`config.mk`:
```
export PLATFORM = sky130hd
export DESIGN_NAME = outgoing_port_handler
export DESIGN_NICKNAME = d
export VERILOG_FILES = /design/src/rtl/router_pkg.sv /design/src/rtl/response_timer.sv /design/src/rtl/outgoing_port_handler.sv
export SDC_FILE = /design/constraint.sdc
export NUM_CORES = 1
export LEC_CHECK = 0
export BUFFER_PORTS_ARGS = -buffer_cell sky130_fd_sc_hd__buf_4
export CAP_MARGIN = 0
export CORE_MARGIN = 5
export CORE_UTILIZATION = 45
export DETAILED_ROUTE_END_ITERATION = 7
export PLACE_DENSITY = 0.75
export SYNTH_ARGS = -nofsm -noshare
export SYNTH_HDL_FRONTEND = slang
export SYNTH_HIERARCHICAL = 1
export SYNTH_SLANG_ARGS = --single-unit
```
`constraint.sdc`:
```
create_clock -name clk -period 2.7 [get_ports clk]
set_input_delay 0.54 -clock clk [delete_from_list [all_inputs] [get_ports clk]]
set_output_delay 0.54 -clock clk [all_outputs]
set_load 0.005 [all_outputs]
```
`src/rtl/router_pkg.sv`:
```
// ============================================================================
// Module      : router_pkg
// Description : Shared definitions for the router memory-protocol port
//               handlers: address field widths, handler state encoding and
//               a helper that extracts the destination router field from a
//               network address.
// Revision    : 1.0 - initial release
// ============================================================================
`default_nettype none

package router_pkg;

    localparam int ROUTER_ADDR_W = 4;
    localparam int MEM_ADDR_W    = 8;
    localparam int NET_ADDR_W    = 12;

    // Handler state; explicit 2-bit encoding keeps it compatible with
    // legacy code that compares against raw constants.
    typedef enum logic [1:0] {
        IDLE      = 2'd0,
        SEND      = 2'd1,
        WAIT_RESP = 2'd2
    } state_t;

    // Network address layout: [11:8] destination router, [7:0] memory address.
    function automatic logic [ROUTER_ADDR_W-1:0] router_field(
        input logic [NET_ADDR_W-1:0] net_addr
    );
        return net_addr[NET_ADDR_W-1 -: ROUTER_ADDR_W];
    endfunction

endpackage

`default_nettype wire

```
`src/rtl/response_timer.sv`:
```
// ============================================================================
// Module      : response_timer
// Description : Saturating cycle counter used to time out read responses.
//               Counts while enabled, holds at TIMEOUT_CYCLES-1 (never wraps)
//               and flags expired while holding that value.
// Ports       : clk, reset (async, active-high)
//               clear   - synchronous clear to 0 (has priority over enable)
//               enable  - count one cycle
//               expired - counter is at TIMEOUT_CYCLES-1
// Revision    : 1.0 - initial release
// ============================================================================
`default_nettype none

module response_timer #(
    parameter int TIMEOUT_CYCLES = 64
) (
    input  logic clk,
    input  logic reset,
    input  logic clear,
    input  logic enable,
    output logic expired
);

    localparam int                CNT_W  = $clog2(TIMEOUT_CYCLES);
    localparam logic [CNT_W-1:0] C_LAST = CNT_W'(TIMEOUT_CYCLES - 1);

    logic [CNT_W-1:0] count_d;
    logic [CNT_W-1:0] count_q;

    always_comb begin
        count_d = count_q;
        if (clear) begin
            count_d = '0;
        end else if (enable && (count_q != C_LAST)) begin
            count_d = count_q + CNT_W'(1);
        end
    end

    always_ff @(posedge clk or posedge reset) begin
        if (reset) begin
            count_q <= '0;
        end else begin
            count_q <= count_d;
        end
    end

    assign expired = (count_q == C_LAST);

endmodule

`default_nettype wire

```
`src/rtl/outgoing_port_handler.sv`:
```
// ============================================================================
// Module      : outgoing_port_handler
// Description : Requester side of the router memory protocol. Accepts one
//               request at a time from the local core, tags it with the
//               local router address, presents it to the router until
//               netReady, then (for reads) waits for the matching response
//               with a timeout and returns the result to the core.
// Ports       : clk, reset (async, active-high), localRouterAddress
//               core request : coreReqValid/Ready/Write/Address/Data
//               router request: destinationAddressOut, requesterAddressOut,
//                               dataOut, readOut, writeOut, netReady
//               router response: respValid, respRequesterAddress, respData
//               core response : coreRespValid, coreRespData, coreRespError
//               status        : busy
// Config      : define OUTGOING_RETRY_EN to retry a read once after its
//               first timeout before reporting an error.
// Revision    : 1.0 - initial release
// ============================================================================
`default_nettype none

module outgoing_port_handler
    import router_pkg::*;
#(
    parameter int DATA_WIDTH     = 8,
    parameter int TIMEOUT_CYCLES = 64
) (
    input  logic                     clk,
    input  logic                     reset,
    input  logic [ROUTER_ADDR_W-1:0] localRouterAddress,
    input  logic                     coreReqValid,
    output logic                     coreReqReady,
    input  logic                     coreReqWrite,
    input  logic [NET_ADDR_W-1:0]    coreReqAddress,
    input  logic [DATA_WIDTH-1:0]    coreReqData,
    output logic [NET_ADDR_W-1:0]    destinationAddressOut,
    output logic [ROUTER_ADDR_W-1:0] requesterAddressOut,
    output logic [DATA_WIDTH-1:0]    dataOut,
    output logic                     readOut,
    output logic                     writeOut,
    input  logic                     netReady,
    input  logic                     respValid,
    input  logic [ROUTER_ADDR_W-1:0] respRequesterAddress,
    input  logic [DATA_WIDTH-1:0]    respData,
    output logic                     coreRespValid,
    output logic [DATA_WIDTH-1:0]    coreRespData,
    output logic                     coreRespError,
    output logic                     busy
);

    state_t                   state_d,     state_q;
    logic [NET_ADDR_W-1:0]    dest_d,      dest_q;
    logic [ROUTER_ADDR_W-1:0] req_tag_d,   req_tag_q;
    logic [DATA_WIDTH-1:0]    data_d,      data_q;
    logic                     is_write_d,  is_write_q;
    logic                     rd_strb_d,   rd_strb_q;
    logic                     wr_strb_d,   wr_strb_q;
    logic                     resp_vld_d,  resp_vld_q;
    logic [DATA_WIDTH-1:0]    resp_data_d, resp_data_q;
    logic                     resp_err_d,  resp_err_q;
    logic                     busy_d,      busy_q;
`ifdef OUTGOING_RETRY_EN
    logic                     retry_d,     retry_q;
`endif

    logic timer_expired;
    logic resp_match;

    // Timer is held at zero outside WAIT_RESP, so every entry into
    // WAIT_RESP (including a retry) starts a fresh timeout window.
    response_timer #(
        .TIMEOUT_CYCLES (TIMEOUT_CYCLES)
    ) u_response_timer (
        .clk     (clk),
        .reset   (reset),
        .clear   (state_q != WAIT_RESP),
        .enable  (state_q == WAIT_RESP),
        .expired (timer_expired)
    );

    assign resp_match = respValid && (respRequesterAddress == req_tag_q);

    always_comb begin
        state_d     = state_q;
        dest_d      = dest_q;
        req_tag_d   = req_tag_q;
        data_d      = data_q;
        is_write_d  = is_write_q;
        rd_strb_d   = rd_strb_q;
        wr_strb_d   = wr_strb_q;
        resp_vld_d  = 1'b0;
        resp_data_d = '0;
        resp_err_d  = 1'b0;
`ifdef OUTGOING_RETRY_EN
        retry_d     = retry_q;
`endif

        case (state_q)
            IDLE: begin
                if (coreReqValid) begin
                    dest_d     = coreReqAddress;
                    req_tag_d  = localRouterAddress;
                    data_d     = coreReqWrite ? coreReqData : '0;
                    is_write_d = coreReqWrite;
                    rd_strb_d  = !coreReqWrite;
                    wr_strb_d  = coreReqWrite;
                    state_d    = SEND;
`ifdef OUTGOING_RETRY_EN
                    retry_d    = 1'b0;
`endif
                end
            end

            SEND: begin
                if (netReady) begin
                    rd_strb_d = 1'b0;
                    wr_strb_d = 1'b0;
                    // Writes are posted: no response is expected.
                    state_d   = is_write_q ? IDLE : WAIT_RESP;
                end
            end

            WAIT_RESP: begin
                // A match takes priority over a timeout in the same cycle.
                if (resp_match) begin
                    resp_vld_d  = 1'b1;
                    resp_data_d = respData;
                    state_d     = IDLE;
                end else if (timer_expired) begin
`ifdef OUTGOING_RETRY_EN
                    if (!retry_q) begin
                        retry_d   = 1'b1;
                        rd_strb_d = 1'b1;
                        state_d   = SEND;
                    end else begin
                        resp_vld_d = 1'b1;
                        resp_err_d = 1'b1;
                        state_d    = IDLE;
                    end
`else
                    resp_vld_d = 1'b1;
                    resp_err_d = 1'b1;
                    state_d    = IDLE;
`endif
                end
            end

            default: begin
                rd_strb_d = 1'b0;
                wr_strb_d = 1'b0;
                state_d   = IDLE;
            end
        endcase

        busy_d = (state_d != IDLE);
    end

    always_ff @(posedge clk or posedge reset) begin
        if (reset) begin
            state_q     <= IDLE;
            dest_q      <= '0;
            req_tag_q   <= '0;
            data_q      <= '0;
            is_write_q  <= 1'b0;
            rd_strb_q   <= 1'b0;
            wr_strb_q   <= 1'b0;
            resp_vld_q  <= 1'b0;
            resp_data_q <= '0;
            resp_err_q  <= 1'b0;
            busy_q      <= 1'b0;
`ifdef OUTGOING_RETRY_EN
            retry_q     <= 1'b0;
`endif
        end else begin
            state_q     <= state_d;
            dest_q      <= dest_d;
            req_tag_q   <= req_tag_d;
            data_q      <= data_d;
            is_write_q  <= is_write_d;
            rd_strb_q   <= rd_strb_d;
            wr_strb_q   <= wr_strb_d;
            resp_vld_q  <= resp_vld_d;
            resp_data_q <= resp_data_d;
            resp_err_q  <= resp_err_d;
            busy_q      <= busy_d;
`ifdef OUTGOING_RETRY_EN
            retry_q     <= retry_d;
`endif
        end
    end

    // Ready is gated by reset so the core never sees ready while the
    // handler is held in reset.
    assign coreReqReady          = (state_q == IDLE) && !reset;
    assign destinationAddressOut = dest_q;
    assign requesterAddressOut   = req_tag_q;
    assign dataOut               = data_q;
    assign readOut               = rd_strb_q;
    assign writeOut              = wr_strb_q;
    assign coreRespValid         = resp_vld_q;
    assign coreRespData          = resp_data_q;
    assign coreRespError         = resp_err_q;
    assign busy                  = busy_q;

endmodule

`default_nettype wire

```
==> results of run 1 <==
## sequential cells by signal, indices dropped and copies added, names as in the netlist
signal	count
coreRespValid	1
busy	1
coreRespError	1
is_write_q	1
coreRespData	8
dataOut	8
state_q	2
requesterAddressOut	4
readOut	1
u_response_timer/count_q	6
writeOut	1
destinationAddressOut	12
## cells in the final DEF (no fill, tap or decap), types with 2 or more instances in the layout
master	instances
or3_1	2
buf_4	80
nand4_1	2
xor2_1	4
nand2b_1	2
and4_4	2
a22o_1	8
nand2_1	5
o211ai_1	2
dfrtp_1	46
o2bb2ai_1	2
mux2_2	16
a21oi_1	3
a31oi_1	2
inv_1	16
nor3_1	11
o311ai_1	2
nand3_1	5
clkbuf_8	6
nor3b_1	3
a2bb2oi_1	2
nor2_1	4
## routing by layer
layer	track usage	vias up	share of wire
met4	0.0787	0	0.017
met3	0.0792	7	0.088
met5	0	-	0
met2	0.268	49	0.49
met1	0.190	729	0.41
li1	-	736	-
## where the power goes
group / internal (W) / leakage, nW / switching (W) / total [W]
Sequential: 0.000962 / 0.576 / 0.000219 / 0.00118
Combinational: 0.000663 / 0.705 / 0.000500 / 0.00116
Clock: 0.000296 / 0.0573 / 0.000225 / 0.000522
Total: 0.00192 / 1.34 / 0.000944 / 0.00287
## cell families after synthesis
| group | count (synthesis) | share of synthesized area |
|---|---|---|
| flops | 46 | 0.580 |
| simple gates | 42 | 0.127 |
| compound gates | 30 | 0.120 |
| buf+inv | 23 | 0.0586 |
| mux | 16 | 0.0907 |
| xor+xnor | 4 | 0.0176 |
| fa+ha+maj | 1 | 0.00630 |
## cell type report
cell class | count | area [sq um] | area share
Sequential cell | 46 | 1150 | 0.425
Multi-Input combinational cell | 93 | 718 | 0.265
Timing Repair Buffer | 80 | 601 | 0.222
Clock buffer | 6 | 82.6 | 0.0305
Tap cell | 52 | 65.1 | 0.0240
Inverter | 16 | 60.1 | 0.0222
Clock inverter | 1 | 30.0 | 0.0111
## critical path, delay by kind of cell, from the launching register on
kind             cells  cell delay [ns]
DFF                  1             0.52
muxes                1             0.41
and+or+nand+nor      2             0.77
## stage by stage
| step | setup slack (ns) | hold slack, ns | std cells | total power, W |
|---|---|---|---|---|
| global placement | 0.891 | 0.488 | 287 | 0.00233 |
| CTS | 0.847 | 0.163 | 294 | 0.00290 |
| detailed placement | 0.862 | 0.494 | 287 | 0.00237 |
| global route | 0.729 | 0.175 | 294 | 0.00309 |
| floorplan | 1.08 | 0.331 | 162 | 0.00187 |
| finish | 0.892 | 0.167 | 294 | 0.00287 |
## how the worst max path moves through the flow
stage	end	cells past startpoint
finish	requesterAddressOut[2]	3
detailed placement	destinationAddressOut[10]	3
global route	destinationAddressOut[7]	3
floorplan	coreRespError	4
global placement	coreRespError	4
CTS	destinationAddressOut[10]	3
==> run summary, run 1 <==
Die Y: 76.4 um
Post-CTS Hold Buffers: 0
post-route clock period utilization: 0.670
initial antenna violation count: 0
Sum Neg Setup Slack: 0 ns
cts bufs inserted: 5
DR vias/cell: 5.17
Avg Inst Size Synth: 12.3 sq um
number of I/O pins: 80
Synth cell types: 39
total core area: 4320 sq um
clock-pin slew on the worst setup and hold paths: 0.08 ns
Routed WL per cell: 15.6 um
CTS max path bufs: 2
slew margin rel.: 0.537
status: finished, final reports clean
H-Tree Depth: 2
Hold Crit Class: in2async
Port-buffer cells: 79
synth warn: 6
Non-Filler Cell Area, Final: 2710 sq um
placed inst area: 2590 sq um
WP data required: 2.89 ns
1st-pass router iterations: 4
R2R Setup Slk: 0.89 ns
first-pass GRT wire length: 7890 um
insertion delay to the later sink of the worst-skew pair: 0.30 ns
Setup CP Type: reg2reg
maximum vdd drop: 0.000573 V
CP startpoint kind: register
RD Place Congestion: 0.789
vias in the first global route: 1675
crit-path cells: nor2_1 > and2_1 > mux2_2
share of layout cells above drive strength 1: 0.450
Post-synth EDFFs: 0
MaxCap Viol Count: 0
worst r2r path cells: 3
die width: 76.4 um
highest clock rate: 0.553 GHz
Via Count: 1521
ys async rst share: 1.00
antenna-violating nets left: 0
clock root buffer master: clkbuf_8
# nets final: 285
Final Setup Violations: 0
Post-Syn Nets: 205
RSZ-0062 raised after global routing: false
Min Clock Period, post-route: 1.81 ns
CP Data Arrival Time: 2.00 ns
crit-path max FO: 16
Post-CTS Setup Bufs: 0
# resized after CTS: 0
Max stage delay cell, worst path: and2_1
Hold Fails Final Rpt: 0
drt drc: 0
Leakage: 1.34 nW
Setup Skew: 0.0117 ns
Gate Count Post-Synth: 162
post-layout util: 0.626
most common cell in the netlist: dfrtp_1
top-area cell type share of the netlist area: 0.580
Max stage delay on crit path: 0.59 ns
Initial Util: 0.459
CP Launch Point: state_q[1]
ys flop type: dfrtp_1
Worst Tran Pin Value: 0.695 ns
P&R area growth vs syn: 36.4%
Reg-to-Reg End: requesterAddressOut[2]
gr ovfl total: 0
Die ar.: 5840 sq um
TritonCTS clock tree: yes
Final Routed Wirelength: 4580 um
FF-to-FF Start: state_q[1]
mapped cell area: 1990 sq um
largest net degree at the start of global routing: 41
capturing element type of the critical path: register
total track usage: 0.168
Fillers: 375
synthesized flop and latch total: 46
Yosys top cell by area: dfrtp_1
diode count: 0
power per cell area: 1060 nW/um^2
post-synthesis sequential area ratio: 0.580
synth top area cells: dfrtp_1, mux2_2, a22o_1, inv_1, nor3_1
Core Rows: 24
Synth top cells by count: dfrtp_1, inv_1, mux2_2, nor3_1, a22o_1
DP Wirelength: 3440 um
Clock Sinks: 46
Final Max Slew Viols: 0
First DRT Iteration DRCs: 70
Note: power is estimated with default switching activity, not from simulation.
==> inputs of run 2 (changes only) <==
--- a/config.mk
+++ b/config.mk
@@ -5,10 +5,11 @@
 export SDC_FILE = /design/constraint.sdc
 export NUM_CORES = 1
 export LEC_CHECK = 0
+export ABC_AREA = 1
 export BUFFER_PORTS_ARGS = -buffer_cell sky130_fd_sc_hd__buf_4
 export CAP_MARGIN = 0
 export CORE_MARGIN = 5
-export CORE_UTILIZATION = 45
+export CORE_UTILIZATION = 43
 export DETAILED_ROUTE_END_ITERATION = 7
 export PLACE_DENSITY = 0.75
 export SYNTH_ARGS = -nofsm -noshare
==> constraint.sdc (replaced) <==
create_clock -name clk -period 1.6 [get_ports clk]
set_input_delay 0.32 -clock clk [delete_from_list [all_inputs] [get_ports clk]]
set_output_delay 0.32 -clock clk [all_outputs]
set_load 0.005 [all_outputs]
==> run 2 against run 1 <==
Combinational power grew 31%. Sequential power up 48%. Flip-flop and latch count did not move. Global-route usage shrank 2.2 points. Clock power grew 61%. Synthesized cell count is 46% higher. Clock skew shrank 0.0074 ns. Core utilization is 0.12 points lower. Worst setup slack worse by 0.82 ns. Non-clock buffer count up 5. Sequential share of layout area down 0.79 points. Die area is 4.2% higher. Critical endpoint is now coreReqReady.
==> run summary, run 2 <==
Routed WL per cell: 11.9 um
post-synthesis sequential area ratio: 0.579
post-route clock period utilization: 0.952
max reg flops: 12
most common cell in the netlist: nand2_1
most frequent CP cell: buf_4
slew margin rel.: 0.673
Setup Skew: 0.00423 ns
post-layout util: 0.625
critical path buffer and inverter count: 3
maximum vdd drop: 0.000772 V
highest clock rate: 0.657 GHz
Final Setup Violations: 0
RD Place Congestion: 0.831
largest net degree at the start of global routing: 41
Worst Tran Pin Value: 0.490 ns
capturing element type of the critical path: primary output
Yosys top cell by area: dfrtp_1
combinational family with the most area after synthesis: simple AND/OR/NAND/NOR gates
Synth top cells by count: nand2_1, dfrtp_1, inv_1, nor2_1, o21ai_0
synth top area cells: dfrtp_1, nand2_1, inv_1, nor2_1, o21ai_0
cts bufs inserted: 5
share of layout cells above drive strength 1: 0.330
# nets final: 363
diode count: 0
Sum Neg Setup Slack: 0 ns
RSZ-0062 raised after global routing: false
crit-path cells: dlygate4sd3_1 > buf_4 > nor2_1 > buf_4
Final Routed Wirelength: 4450 um
DP Wirelength: 3340 um
ys flop type: dfrtp_1
total core area: 4410 sq um
Hold Crit Class: in2reg
1st-pass router iterations: 4
area of the multi-input gates: 694 sq um
post-synthesis compound-gate area fraction: 0.0528
CTS max path bufs: 2
die width: 78.0 um
Clock Sinks: 46
Crit path max-delay family: buffers and inverters
Max stage delay on crit path: 0.54 ns
Fillers: 398
Core Rows: 24
most frequent cells in the layout: nand2_1, buf_4, dfrtp_1
clock root buffer master: clkbuf_8
P&R area growth vs syn: 38.7%
Worst Hold Slack: 0.216 ns
power per cell area: 1490 nW/um^2
Initial Util: 0.451
CP startpoint kind: primary input
synthesized flop and latch total: 46
Post-Syn Nets: 279
Gate Count Post-Synth: 236
Min Clock Period, post-route: 1.52 ns
insertion delay to the later sink of the worst-skew pair: 0.29 ns
Hold Fails Final Rpt: 0
mapped cell area: 1990 sq um
FF/Latch Area: 1150 sq um
fraction of the mapped netlist area in simple logic gates: 0.286
Post-CTS Setup Bufs: 0
initial antenna violation count: 0
Post-Synth Adder-Cell Area: 0.00629
antenna-violating nets left: 0
crit-path max FO: 3
commonest non-fill, non-tap cell in the layout: nand2_1
DR vias/cell: 4.61
# resized after CTS: 0
Design Power: 0.00412 W
vias in the first global route: 1642
Post-synth EDFFs: 0
TritonCTS clock tree: yes
Max stage delay cell, worst path: dlygate4sd3_1
WP data required: 1.28 ns
number of I/O pins: 80
Synth cell types: 23
Final Max Slew Viols: 0
total track usage: 0.147
CP Data Arrival Time: 1.20 ns
First DRT Iteration DRCs: 75
first-pass GRT wire length: 7360 um
Leakage: 1.50 nW
ys async rst share: 1.00
Avg Inst Size Synth: 8.43 sq um
Die Y: 78.0 um
gr ovfl total: 0
H-Tree Depth: 2
clock-pin slew on the worst setup and hold paths: 0.08 ns
status: finished, final reports clean
top-area cell type share of the netlist area: 0.579
synth warn: 6
Port-buffer cells: 79
drt drc: 0
Via Count: 1720
Setup CP Type: in2out
post-synthesis mux area share: 0
MaxCap Viol Count: 0
Die ar.: 6090 sq um
xor/xnor share of the synthesized area: 0.00440
==> run 2: cells by family (layout without fill, tap and decap cells) <==
kind of cell / count (synthesis) / in the layout
buffers and inverters: 34 / 119
xor gates and xnor gates: 1 / 1
adders and majority gates: 1 / 1
and+or+nand+nor: 135 / 135
DFF: 46 / 46
AOI/OAI and AO/OA: 19 / 19
==> run 2: worst min-delay path, cell delays in order <==
cell,delay [ns]
buf_4,0.08
nand2_1,0.04
nand2_1,0.04
==> run 2: through the flow <==
| step | cells | setup slack (ns) | cell area [sq um] |
|---|---|---|---|
| floorplan | 236 | 0.362 | 1990 |
| global placement | 364 | 0.247 | 2640 |
| detailed placement | 364 | 0.178 | 2640 |
| CTS | 373 | 0.0751 | 2760 |
| global route | 373 | 0.0000812 | 2760 |
| finish | 373 | 0.0769 | 2760 |
==> run 2: cell type report <==
class                   count  area share
flip-flops and latches     46       0.417
multi-input cells         156       0.252
repair buffers             85       0.232
inverters                  26      0.0354
clock buffers               6      0.0263
well taps                  52      0.0236
clock inverters             2      0.0136
==> run 2: path summary, 6_finish.rpt <==
check,from,end,slack [ns],cells after the start
min in group asynchronous,reset,u_response_timer/count_q[1],0.51,3
max reg2reg,requesterAddressOut[0],busy,0.23,7
max,reset,coreReqReady,0.08,4
min,coreReqAddress[9],destinationAddressOut[9],0.22,3
min reg2reg,destinationAddressOut[6],destinationAddressOut[6],0.49,2
max in group asynchronous,reset,coreRespValid,0.55,4
==> run 2: repair_timing <==
item,4_1_cts,5_1_grt
hold buffers,1,0
setup endpoints to repair,0,0
endpoints found under the hold margin,6,0
==> run 2: layer usage <==
metal	wire, um	GRT usage
met1	2020	0.199
met2	2010	0.227
met3	384	0.0481
met4	38	0.0422
met5	0	0
==> run 2: report_power, final <==
part           leakage (nW)  internal [W]  switching (W)
Sequential            0.601       0.00154       0.000214
Clock                0.0514      0.000466       0.000376
Combinational         0.846      0.000759       0.000761
==> inputs of run 3 (changes only) <==
--- a/config.mk
+++ b/config.mk
@@ -8,6 +8,7 @@
 export ABC_AREA = 1
 export BUFFER_PORTS_ARGS = -buffer_cell sky130_fd_sc_hd__buf_4
 export CAP_MARGIN = 0
+export CORE_ASPECT_RATIO = 1.75
 export CORE_MARGIN = 5
 export CORE_UTILIZATION = 43
 export DETAILED_ROUTE_END_ITERATION = 7
==> run 3 against run 2 <==
Combinational power is essentially flat. Sequential power is essentially flat. Worst hold slack gained 0.0036 ns. Global-route usage grew 2.2 points. Non-clock buffer count shrank 1. Critical path type unchanged. Total power shrank 0.48%. Cell area shrank 0.36%. Flip-flop and latch count is the same. Clock-buffer cell count grew 1. Highest routed layer unchanged. Via count grew 2.3%. Sequential share of layout area grew 0.15 points.
==> run summary, run 3 (synthesis gave the netlist of run 2 again) <==
status: finished, final reports clean
Port-buffer cells: 79
sequential share of power: 0.429
vias in the first global route: 1805
Max stage delay on crit path: 0.54 ns
die width: 61.4 um
Final Routed Wirelength: 4720 um
clock network power share: 0.203
Switching Fraction: 0.328
highest clock rate: 0.654 GHz
Via Count: 1759
Worst Hold Slack: 0.219 ns
WP data required: 1.28 ns
Max stage delay cell, worst path: dlygate4sd3_1
power per cell area: 1490 nW/um^2
Die Y: 100 um
CTS max path bufs: 2
Leakage: 1.49 nW
clock-pin slew on the worst setup and hold paths: 0.08 ns
Initial Util: 0.448
Sum Neg Setup Slack: 0 ns
most frequent cells in the layout: nand2_1, buf_4, dfrtp_1
internal power: 0.00275 W
crit-path max FO: 3
number of I/O pins: 80
diode count: 0
CP Data Arrival Time: 1.21 ns
Hold Crit Class: in2reg
Final Setup Violations: 0
H-Tree Depth: 2
largest net degree at the start of global routing: 41
Core Rows: 32
Comb pwr share: 0.367
Switch Pwr: 0.00134 W
RD Place Congestion: 0.794
capturing element type of the critical path: primary output
DR vias/cell: 4.74
maximum vdd drop: 0.000960 V
slew margin rel.: 0.663
post-route clock period utilization: 0.956
CP Launch Point: reset
most frequent CP cell: buf_4
cts bufs inserted: 5
crit-path cells: dlygate4sd3_1 > buf_4 > nor2_2 > buf_4
Final Max Slew Viols: 0
critical path buffer and inverter count: 3
Setup CP Type: in2out
# nets final: 362
first-pass GRT wire length: 7910 um
routed wl met3: 302 um
insertion delay to the later sink of the worst-skew pair: 0.29 ns
1st-pass router iterations: 4
Setup Skew: 0.00352 ns
CP startpoint kind: primary input
Die ar.: 6140 sq um
DP Wirelength: 3630 um
Clock Sinks: 46
RSZ-0062 raised after global routing: false
Non-Filler Instances: 371
Routed met1 length: 1650 um
Routed WL per cell: 12.7 um
Post-CTS Setup Bufs: 0
Crit path max-delay family: buffers and inverters
total track usage: 0.169
Setup WS post-layout: 0.0704 ns
MaxCap Viol Count: 0
gr ovfl total: 0
FF-to-FF Start: state_q[0]
initial antenna violation count: 0
Min Clock Period, post-route: 1.53 ns
total core area: 4440 sq um
hold_sp: coreReqAddress[0]
TritonCTS clock tree: yes
clock root buffer master: clkbuf_8
First DRT Iteration DRCs: 58
Hold Fails Final Rpt: 0
max reg flops: 12
drt drc: 0
DR WL met2: 2660 um
commonest non-fill, non-tap cell in the layout: nand2_1
antenna-violating nets left: 0
Setup WS pre-CTS: 0.337 ns
P&R area growth vs syn: 38.2%
Max Used Layer: met4
Cells after DPL: 362
Worst Tran Pin Value: 0.506 ns
share of layout cells above drive strength 1: 0.328
## run 3: cell count changes in the layout (fill, tap and decap cells not counted), sizes merged
cell      delta
buf          -1
clkbuf       +1
clkinvlp     -1
## run 3: worst paths after layout
| kind | endpoint | slack, ns | cells past startpoint |
|---|---|---|---|
| max in group asynchronous | destinationAddressOut[4] | 0.52 | 4 |
| setup / recovery | coreReqReady | 0.07 | 4 |
| min in group asynchronous | u_response_timer/count_q[1] | 0.52 | 3 |
| hold / removal | destinationAddressOut[0] | 0.22 | 3 |
| setup reg to reg | u_response_timer/count_q[4] | 0.28 | 5 |
| hold reg to reg | destinationAddressOut[3] | 0.48 | 2 |
## run 3: routing by layer
metal	vias up	track usage
li1	882	-
met1	825	0.175
met2	42	0.312
met3	10	0.0347
met4	0	0.0703
met5	-	0
## run 3: cell type report
type | instances | area (sq um)
Tap cell | 51 | 63.8
Clock buffer | 7 | 76.3
Fill cell | 402 | 1700
Multi-Input combinational cell | 156 | 697
Sequential cell | 46 | 1150
Timing Repair Buffer | 84 | 633
Clock inverter | 1 | 30.0
Inverter | 26 | 97.6
## run 3: per-stage QoR
step           total power, W  utilization  area, sq um
6_report              0.00410        0.619         2750
5_1_grt               0.00442        0.619         2750
4_1_cts               0.00416        0.618         2750
3_5_place_dp          0.00331        0.592         2630
3_3_place_gp          0.00326        0.592         2630
2_1_floorplan         0.00251            -         1990
## run 3: worst reg2reg max path, cell delays in order, from the launching register on
cell and delay, ns:
dfrtp_1 0.43, nor2_1 0.15, buf_4 0.23, nand4_1 0.16, o21ai_0 0.19, nor2_1 0.06
## run 3: power groups by stage
stage,logic [W],clock network [W],registers (W)
after global routing,0.00170,0.000900,0.00181
after CTS,0.00154,0.000861,0.00176
after global placement,0.00149,0,0.00177
final,0.00150,0.000833,0.00176
after detailed placement,0.00153,0,0.00178
after floorplan,0.000719,0,0.00179
## run 3: what timing repair did
item                                    4_1_cts  5_1_grt
endpoints found under the hold margin         6        0
endpoints found under the setup margin        0        1
resized for setup                             0        1
hold buffers                                  1        0
